### src/rtl/pc_fetch_unit.sv
// ============================================================================
// Module   : pc_fetch_unit
// Brief    : PC holder and instruction-fetch controller with sticky errors.
// Revision : 1.0
// ============================================================================
`default_nettype none

module pc_fetch_unit #(
    parameter logic [31:0] RESET_PC      = 32'h0000_0000,
    parameter int          FETCH_TIMEOUT = 16
) (
    input  logic        clk,
    input  logic        rst_n,
    input  logic [31:0] target_addr,
    input  logic        redirect,
    input  logic        stall,
    output logic        imem_req,
    output logic [31:0] imem_addr,
    input  logic        imem_ready,
    input  logic [31:0] imem_rdata,
    output logic [31:0] pc,
    output logic [31:0] pc_plus4,
    output logic [31:0] instr,
    output logic        instr_valid,
    output logic [31:0] retired_cnt,
    output logic        err_misalign,
    output logic        err_timeout
);

    typedef enum logic [1:0] {
        S_BOOT  = 2'd0,
        S_FETCH = 2'd1,
        S_EXEC  = 2'd2,
        S_ERR   = 2'd3
    } state_t;

    // Counter value on the last unacknowledged FETCH cycle that is still allowed.
    localparam logic [7:0] c_TMO_LAST = 8'(FETCH_TIMEOUT - 1);

    state_t      r_state;
    logic [31:0] r_pc;
    logic [31:0] r_instr;
    logic [31:0] r_retired;
    logic [7:0]  r_tcnt;
    logic        r_err_mis;
    logic        r_err_tmo;
    logic [31:0] w_pc_plus4;
    logic        w_target_misaligned;

    assign w_pc_plus4          = r_pc + 32'd4;
    assign w_target_misaligned = redirect && (target_addr[1:0] != 2'b00);

    always_ff @(posedge clk or negedge rst_n) begin
        if (!rst_n) begin
            r_state   <= S_BOOT;
            r_pc      <= RESET_PC;
            r_instr   <= 32'd0;
            r_retired <= 32'd0;
            r_tcnt    <= 8'd0;
            r_err_mis <= 1'b0;
            r_err_tmo <= 1'b0;
        end else begin
            case (r_state)
                S_BOOT: begin
                    r_state <= S_FETCH;
                end
                S_FETCH: begin
                    // A ready in the final allowed cycle takes priority over the timeout.
                    if (imem_ready) begin
                        r_instr <= imem_rdata;
                        r_tcnt  <= 8'd0;
                        r_state <= S_EXEC;
                    end else if (r_tcnt == c_TMO_LAST) begin
                        r_err_tmo <= 1'b1;
                        r_state   <= S_ERR;
                    end else begin
                        r_tcnt <= r_tcnt + 8'd1;
                    end
                end
                S_EXEC: begin
                    if (!stall) begin
                        if (w_target_misaligned) begin
                            r_err_mis <= 1'b1;
                            r_state   <= S_ERR;
                        end else begin
                            r_pc      <= redirect ? target_addr : w_pc_plus4;
                            r_retired <= r_retired + 32'd1;
                            r_state   <= S_FETCH;
                        end
                    end
                end
                default: begin
                    r_state <= S_ERR;
                end
            endcase
        end
    end

    assign imem_req     = (r_state == S_FETCH);
    assign imem_addr    = r_pc;
    assign pc           = r_pc;
    assign pc_plus4     = w_pc_plus4;
    assign instr        = r_instr;
    assign instr_valid  = (r_state == S_EXEC);
    assign retired_cnt  = r_retired;
    assign err_misalign = r_err_mis;
    assign err_timeout  = r_err_tmo;

endmodule

`default_nettype wire

### config.mk
export PLATFORM = sky130hd
export DESIGN_NAME = pc_fetch_unit
export DESIGN_NICKNAME = d
export VERILOG_FILES = /design/src/rtl/pc_fetch_unit.sv
export SDC_FILE = /design/constraint.sdc
export NUM_CORES = 1
export LEC_CHECK = 0
export CAP_MARGIN = 40
export CORE_UTILIZATION = 45
export CTS_BUF_LIST = sky130_fd_sc_hd__clkbuf_8
export DETAILED_ROUTE_END_ITERATION = 10
export PLACE_DENSITY = 0.88
export RECOVER_POWER = 100
export SKIP_LAST_GASP = 1
export SYNTH_ARGS = -nofsm -noshare
export SYNTH_HDL_FRONTEND = slang
export SYNTH_SLANG_ARGS = --single-unit
### constraint.sdc
create_clock -name clk -period 2.6 [get_ports clk]
set_input_delay 0.52 -clock clk [delete_from_list [all_inputs] [get_ports clk]]
set_output_delay 0.52 -clock clk [all_outputs]
set_load 0.005 [all_outputs]
Word level (Yosys, flattened, before mapping)
Index checks and enable logic that the tools add are counted.

cells by class
  bitwise operators = 3
  reductions and logical operators = 9
  add/sub/neg operators = 3
  muxes and demuxes = 8
  eq/ne operators = 6

operators with widths
  operator                                                          count
  32-bit by 1-bit adder with 32-bit output (second input constant)  1
  32-bit by 3-bit adder with 32-bit output (second input constant)  1
  32-bit two-way mux                                                1
  8-bit two-way mux                                                 2
  3-bit AND reduction                                               3
  8-bit by 1-bit adder with 8-bit output (second input constant)    1
  8-bit by 4-bit == test with 1-bit output (second input constant)  1
  2-bit two-way mux                                                 4
  2-bit one-hot mux with 3 select lines                             1
  2-bit AND reduction                                               3
  2-bit != test (second input constant)                             2
  3-bit by 1-bit != test with 1-bit output (second input constant)  1
  1-bit NOT                                                         3
  2-bit by 1-bit == test with 1-bit output (second input constant)  1
  2-bit == test (second input constant)                             1
  2-bit logical NOT                                                 1
  2-bit nonzero test                                                1
  1-bit logical AND                                                 1

storage, ports and cells
  register bits = 108
  output and inout bits = 164
  input bits = 69

Logic depth before layout (Yosys ltp)
Gate-level depths: netlist of run 1.

  depth in word-level cells = 5
  gate-level depth with buffers = 7

Worst setup path after synthesis of run 1
OpenSTA, ideal clock, no wires.

  kind = register -> output
  from = reg r_pc[2], in the netlist imem_addr[2]
  to = out pc_plus4[14]
  stages on the path, launching flop included = 6
  required time = 2080 ps
  arrival = 1542 ps
  path buffers = 0
  setup slack = 538 ps
  path through = dfrtp_1 ha_1 nand2_1 nor4_2 and3_1 xor2_1

on the way
  cells in the longest elaborated chain, start to end = 1

ends and longest elaborated chain
  what                                      RTL line  text
  start: declaration                        41        logic [31:0] r_pc;
  start signal: assignment                  86        r_pc <= redirect ? target_addr : w_pc_plus4;
  32-bit by 3-bit adder with 32-bit output  50        assign w_pc_plus4 = r_pc + 32'd4;
  end: declaration                          22        output logic [31:0] pc_plus4,

No other way between the ends.

Final worst setup path of run 1
  from = reg r_pc[3], in the netlist imem_addr[3]
  to = out pc_plus4[18]

The elaborated chain is that of the path after synthesis.

==> metrics, run 1 <==
outcome=finished with violations; violated checks=setup timing; # rows=40; switching pwr=1.393 mW; CTS tree=done; Seq pwr share=42.8%; peak supply drop=396.7 uV; Worst Setup Path Type=reg2out; sequential share of the synthesized area=47.66%; Routed Wire Length=18130 um; initial antenna violation count=0; Post-Route Utilization=71.59%; Startpoint Class=flip-flop; Post-Syn Area=5670 sq um; area delta synth->final=53.55%; DR iter-0 viols=432; DIE AREA=13050 sq um; Synth Area in XOR/XNOR=9.267%; Crit path max-delay family=buffers and inverters; Netlist cell types=57; Hold Crit Class=reg2reg; Root Buffer=clkbuf_8; Pwr Total=4.903 mW; # diodes=0; Die Wd=114.3 um; Routed wire per std cell=18.85 um; RSZ-0062 raised after global routing=yes; Slew Limit Headroom=27.51%; clk_lat worst skew=0.39 ns; placed instance area=8173 sq um; Vias=5407; clock transition at the registers of the reported paths=0.11 ns; initial core utilization=46.63%; Critical Path End Type=primary output; gr ovfl total=0; setup total negative slack=-1.122 ns; Synth Area in Compound Gates=9.576%; fin crit share=107.1%; switch share=28.41%; Final Instance Area=8707 sq um; Post-Syn Instances=524; fillers=886; Final setup viols=13; combinational family with the most area after synthesis=simple AND/OR/NAND/NOR gates; maxcap violations=0; GR Util All Layers=28.11%; Post-Syn Nets=596; I/O pins=233; layout cells sized above 1=20.40%; Seq cells post-synth=108; Final HPWL DP=12850 um; Leak Pwr=4.240 nW; CTS HTree Levels=3; Final Hold Vio Count=0; Arrival @ worst endpoint=2.26 ns; worst-path maximum fanout=4; post-synthesis mux area share=6.355%; average vias per placed instance=5.621; first-pass detailed-route iteration total=5; Die Ht=114.3 um; Mean Syn Cell Area=10.82 sq um; internal power=3.510 mW; Synth Area in Simple Gates=19.48%; Slew @ Worst Pin=1.087 ns; routability congestion estimate=0.9045; clock share of power=25.5%; Post-Synth Adder-Cell Area=0.6620%; skew final=0.01036 ns; core area=12160 sq um; DRC viols=0; fmax=359.1 MHz; worst-path cell chain=ha_2 > nand2_4 > nor3_4 > buf_4 > nand3_1 > xnor2_1 > clkdlybuf4s50_1; clk buf depth=2; slowest CP cell=clkdlybuf4s50_1; Max Slew Vio Count=0; Period minus WS final=2.785 ns; Synth Flop Type=dfrtp_1; Worst EP required=2.08 ns; port bufs=232; first-pass GRT wire length=27990 um; final worst slack=-0.1848 ns; post-route ant nets=0; Combinational Power Share=31.7%; EDFF count, synth=0; largest net degree at the start of global routing=67; Inserted Clock Buffers=9; yosys warns=0; asr flop ratio synth=100.0%; biggest cell delay along the critical path=0.52 ns; vias in the first global route=5465; Layout Nets=861; worst path bufs/invs=2; Pwr per Cell Area=563.1 nW/um^2; CTS Sinks=108
final timing paths:
check | start | end | slack (ns) | cells after the start
min in group asynchronous | rst_n | imem_addr[22] | 0.84 | 2
worst min-delay path | err_timeout | err_timeout | 0.48 | 1
max in group asynchronous | rst_n | imem_addr[5] | 0.16 | 3
worst min register to register | err_timeout | err_timeout | 0.48 | 1
worst max-delay path | imem_addr[3] | pc_plus4[18] | -0.18 | 7
worst max register to register | r_tcnt[4] | r_tcnt[6] | 0.19 | 5
cells by family (layout without fill, tap and decap cells):
kind of cell | Yosys count | count (layout)
adders and majority gates | 3 | 3
xor gates and xnor gates | 60 | 60
buffers and inverters | 61 | 331
AOI/OAI and AO/OA | 74 | 74
muxes | 32 | 32
and+or+nand+nor | 186 | 186
DFF | 108 | 108
per-layer routing:
layer	part of all wire [%]	vias to the layer above	wire length [um]	GRT usage (%)
met5	0	-	0	0
met4	4.4	0	800	13.59
li1	-	2386	-	-
met1	40	2679	7176	34.52
met3	6.0	63	1087	5.982
met2	50	279	9068	47.15
power groups by stage:
stage	sequential, mW	clock (mW)	combinational, mW
6_report	2.10	1.25	1.56
5_1_grt	2.13	1.34	1.65
4_1_cts	2.09	1.27	1.64
3_5_place_dp	2.13	0	1.58
3_3_place_gp	2.11	0	1.55
2_1_floorplan	2.15	0	0.511
state kept, by name (all words and copies together) (netlist names):
name          flops
err_timeout       1
r_tcnt            8
instr            32
retired_cnt      32
r_state           2
err_misalign      1
imem_addr        32
metrics by stage:
stage	instances	setup slack [ns]	hold WS [ns]
2_1_floorplan	524	0.5376	0.2244
3_3_place_gp	913	0.04859	0.4140
3_5_place_dp	913	0.05790	0.4169
5_1_grt	962	-0.2986	0.5075
4_1_cts	956	-0.1441	0.4808
6_report	962	-0.1848	0.4753
cell usage in the layout, fill, tap and decap left out, drive strengths merged, types with 2 or more instances in the layout:
master | netlist | layout
ha | 3 | 3
dlymetal6s2s | 0 | 2
and3 | 26 | 26
a31oi | 3 | 3
a22o | 6 | 6
clkinv | 0 | 3
dlygate4sd2 | 0 | 15
dfrtp | 108 | 108
nand2b | 3 | 3
nand4 | 25 | 25
clkdlybuf4s50 | 0 | 113
dlygate4sd3 | 0 | 95
buf | 49 | 59
nand2 | 42 | 42
mux2 | 32 | 32
clkbuf | 7 | 34
o22ai | 2 | 2
a21oi | 4 | 4
a21o | 9 | 9
inv | 5 | 6
o31ai | 2 | 2
nand3 | 29 | 29
xor2 | 15 | 15
o21ai | 22 | 22
or4 | 4 | 4
a22oi | 3 | 3
a221o | 12 | 12
o311ai | 6 | 6
bufinv | 0 | 3
nor3 | 6 | 6
nor2b | 2 | 2
and2 | 6 | 6
nor4 | 5 | 5
xnor2 | 45 | 45
nor3b | 3 | 3
and4 | 6 | 6
nor2 | 25 | 25
worst reg2reg max path: stages (launching register included):
cell and delay, ns:
dfrtp_1 0.45, or4_1 0.61, o21ai_0 0.83, a31oi_1 0.09, o21ai_0 0.19, o21ai_0 0.11
cells in the mapped netlist, types with 4 or more instances:
cell type / count / area share (%)
o21ai_0: 21 / 1.9
buf_4: 35 / 4.6
clkbuf_1: 7 / 0.46
buf_2: 11 / 0.97
xor2_1: 15 / 2.3
and4_1: 6 / 0.93
a21oi_1: 4 / 0.35
o311ai_0: 5 / 0.77
or4_1: 4 / 0.53
inv_1: 5 / 0.33
nand3_1: 27 / 2.4
dfrtp_1: 108 / 48
a22o_1: 6 / 0.93
and3_1: 26 / 2.9
a21o_1: 9 / 1.2
xnor2_1: 45 / 7.0
nand2_1: 40 / 2.6
and2_1: 6 / 0.66
mux2_2: 32 / 6.4
nor2_1: 22 / 1.5
nand4_1: 24 / 2.6
a221o_1: 11 / 1.9
layout make-up:
type	instances	area [sq um]	area share, %
multi-input combinational	355	2709	31.11
tap	168	210.2	2.414
clock buffer	9	123.9	1.423
sequential	108	2711	31.14
inverter	5	18.77	0.2155
timing repair buffer	310	2810	32.27
clock inverter	7	123.9	1.423
what timing repair did:
action	CTS	global route
resized for setup	48	28
hold buffers	1	0
hold endpoints to repair	16	0
pin swaps	18	11
setup endpoints to repair	26	18
buffers inserted	26	6
(Power assumes the default switching activity.)
==> run 2, diff against run 1 <==
CAP_MARGIN = default   (was 40)
==> results of run 2 <==
Final layout, timing and power as in run 1 (identical DEF).
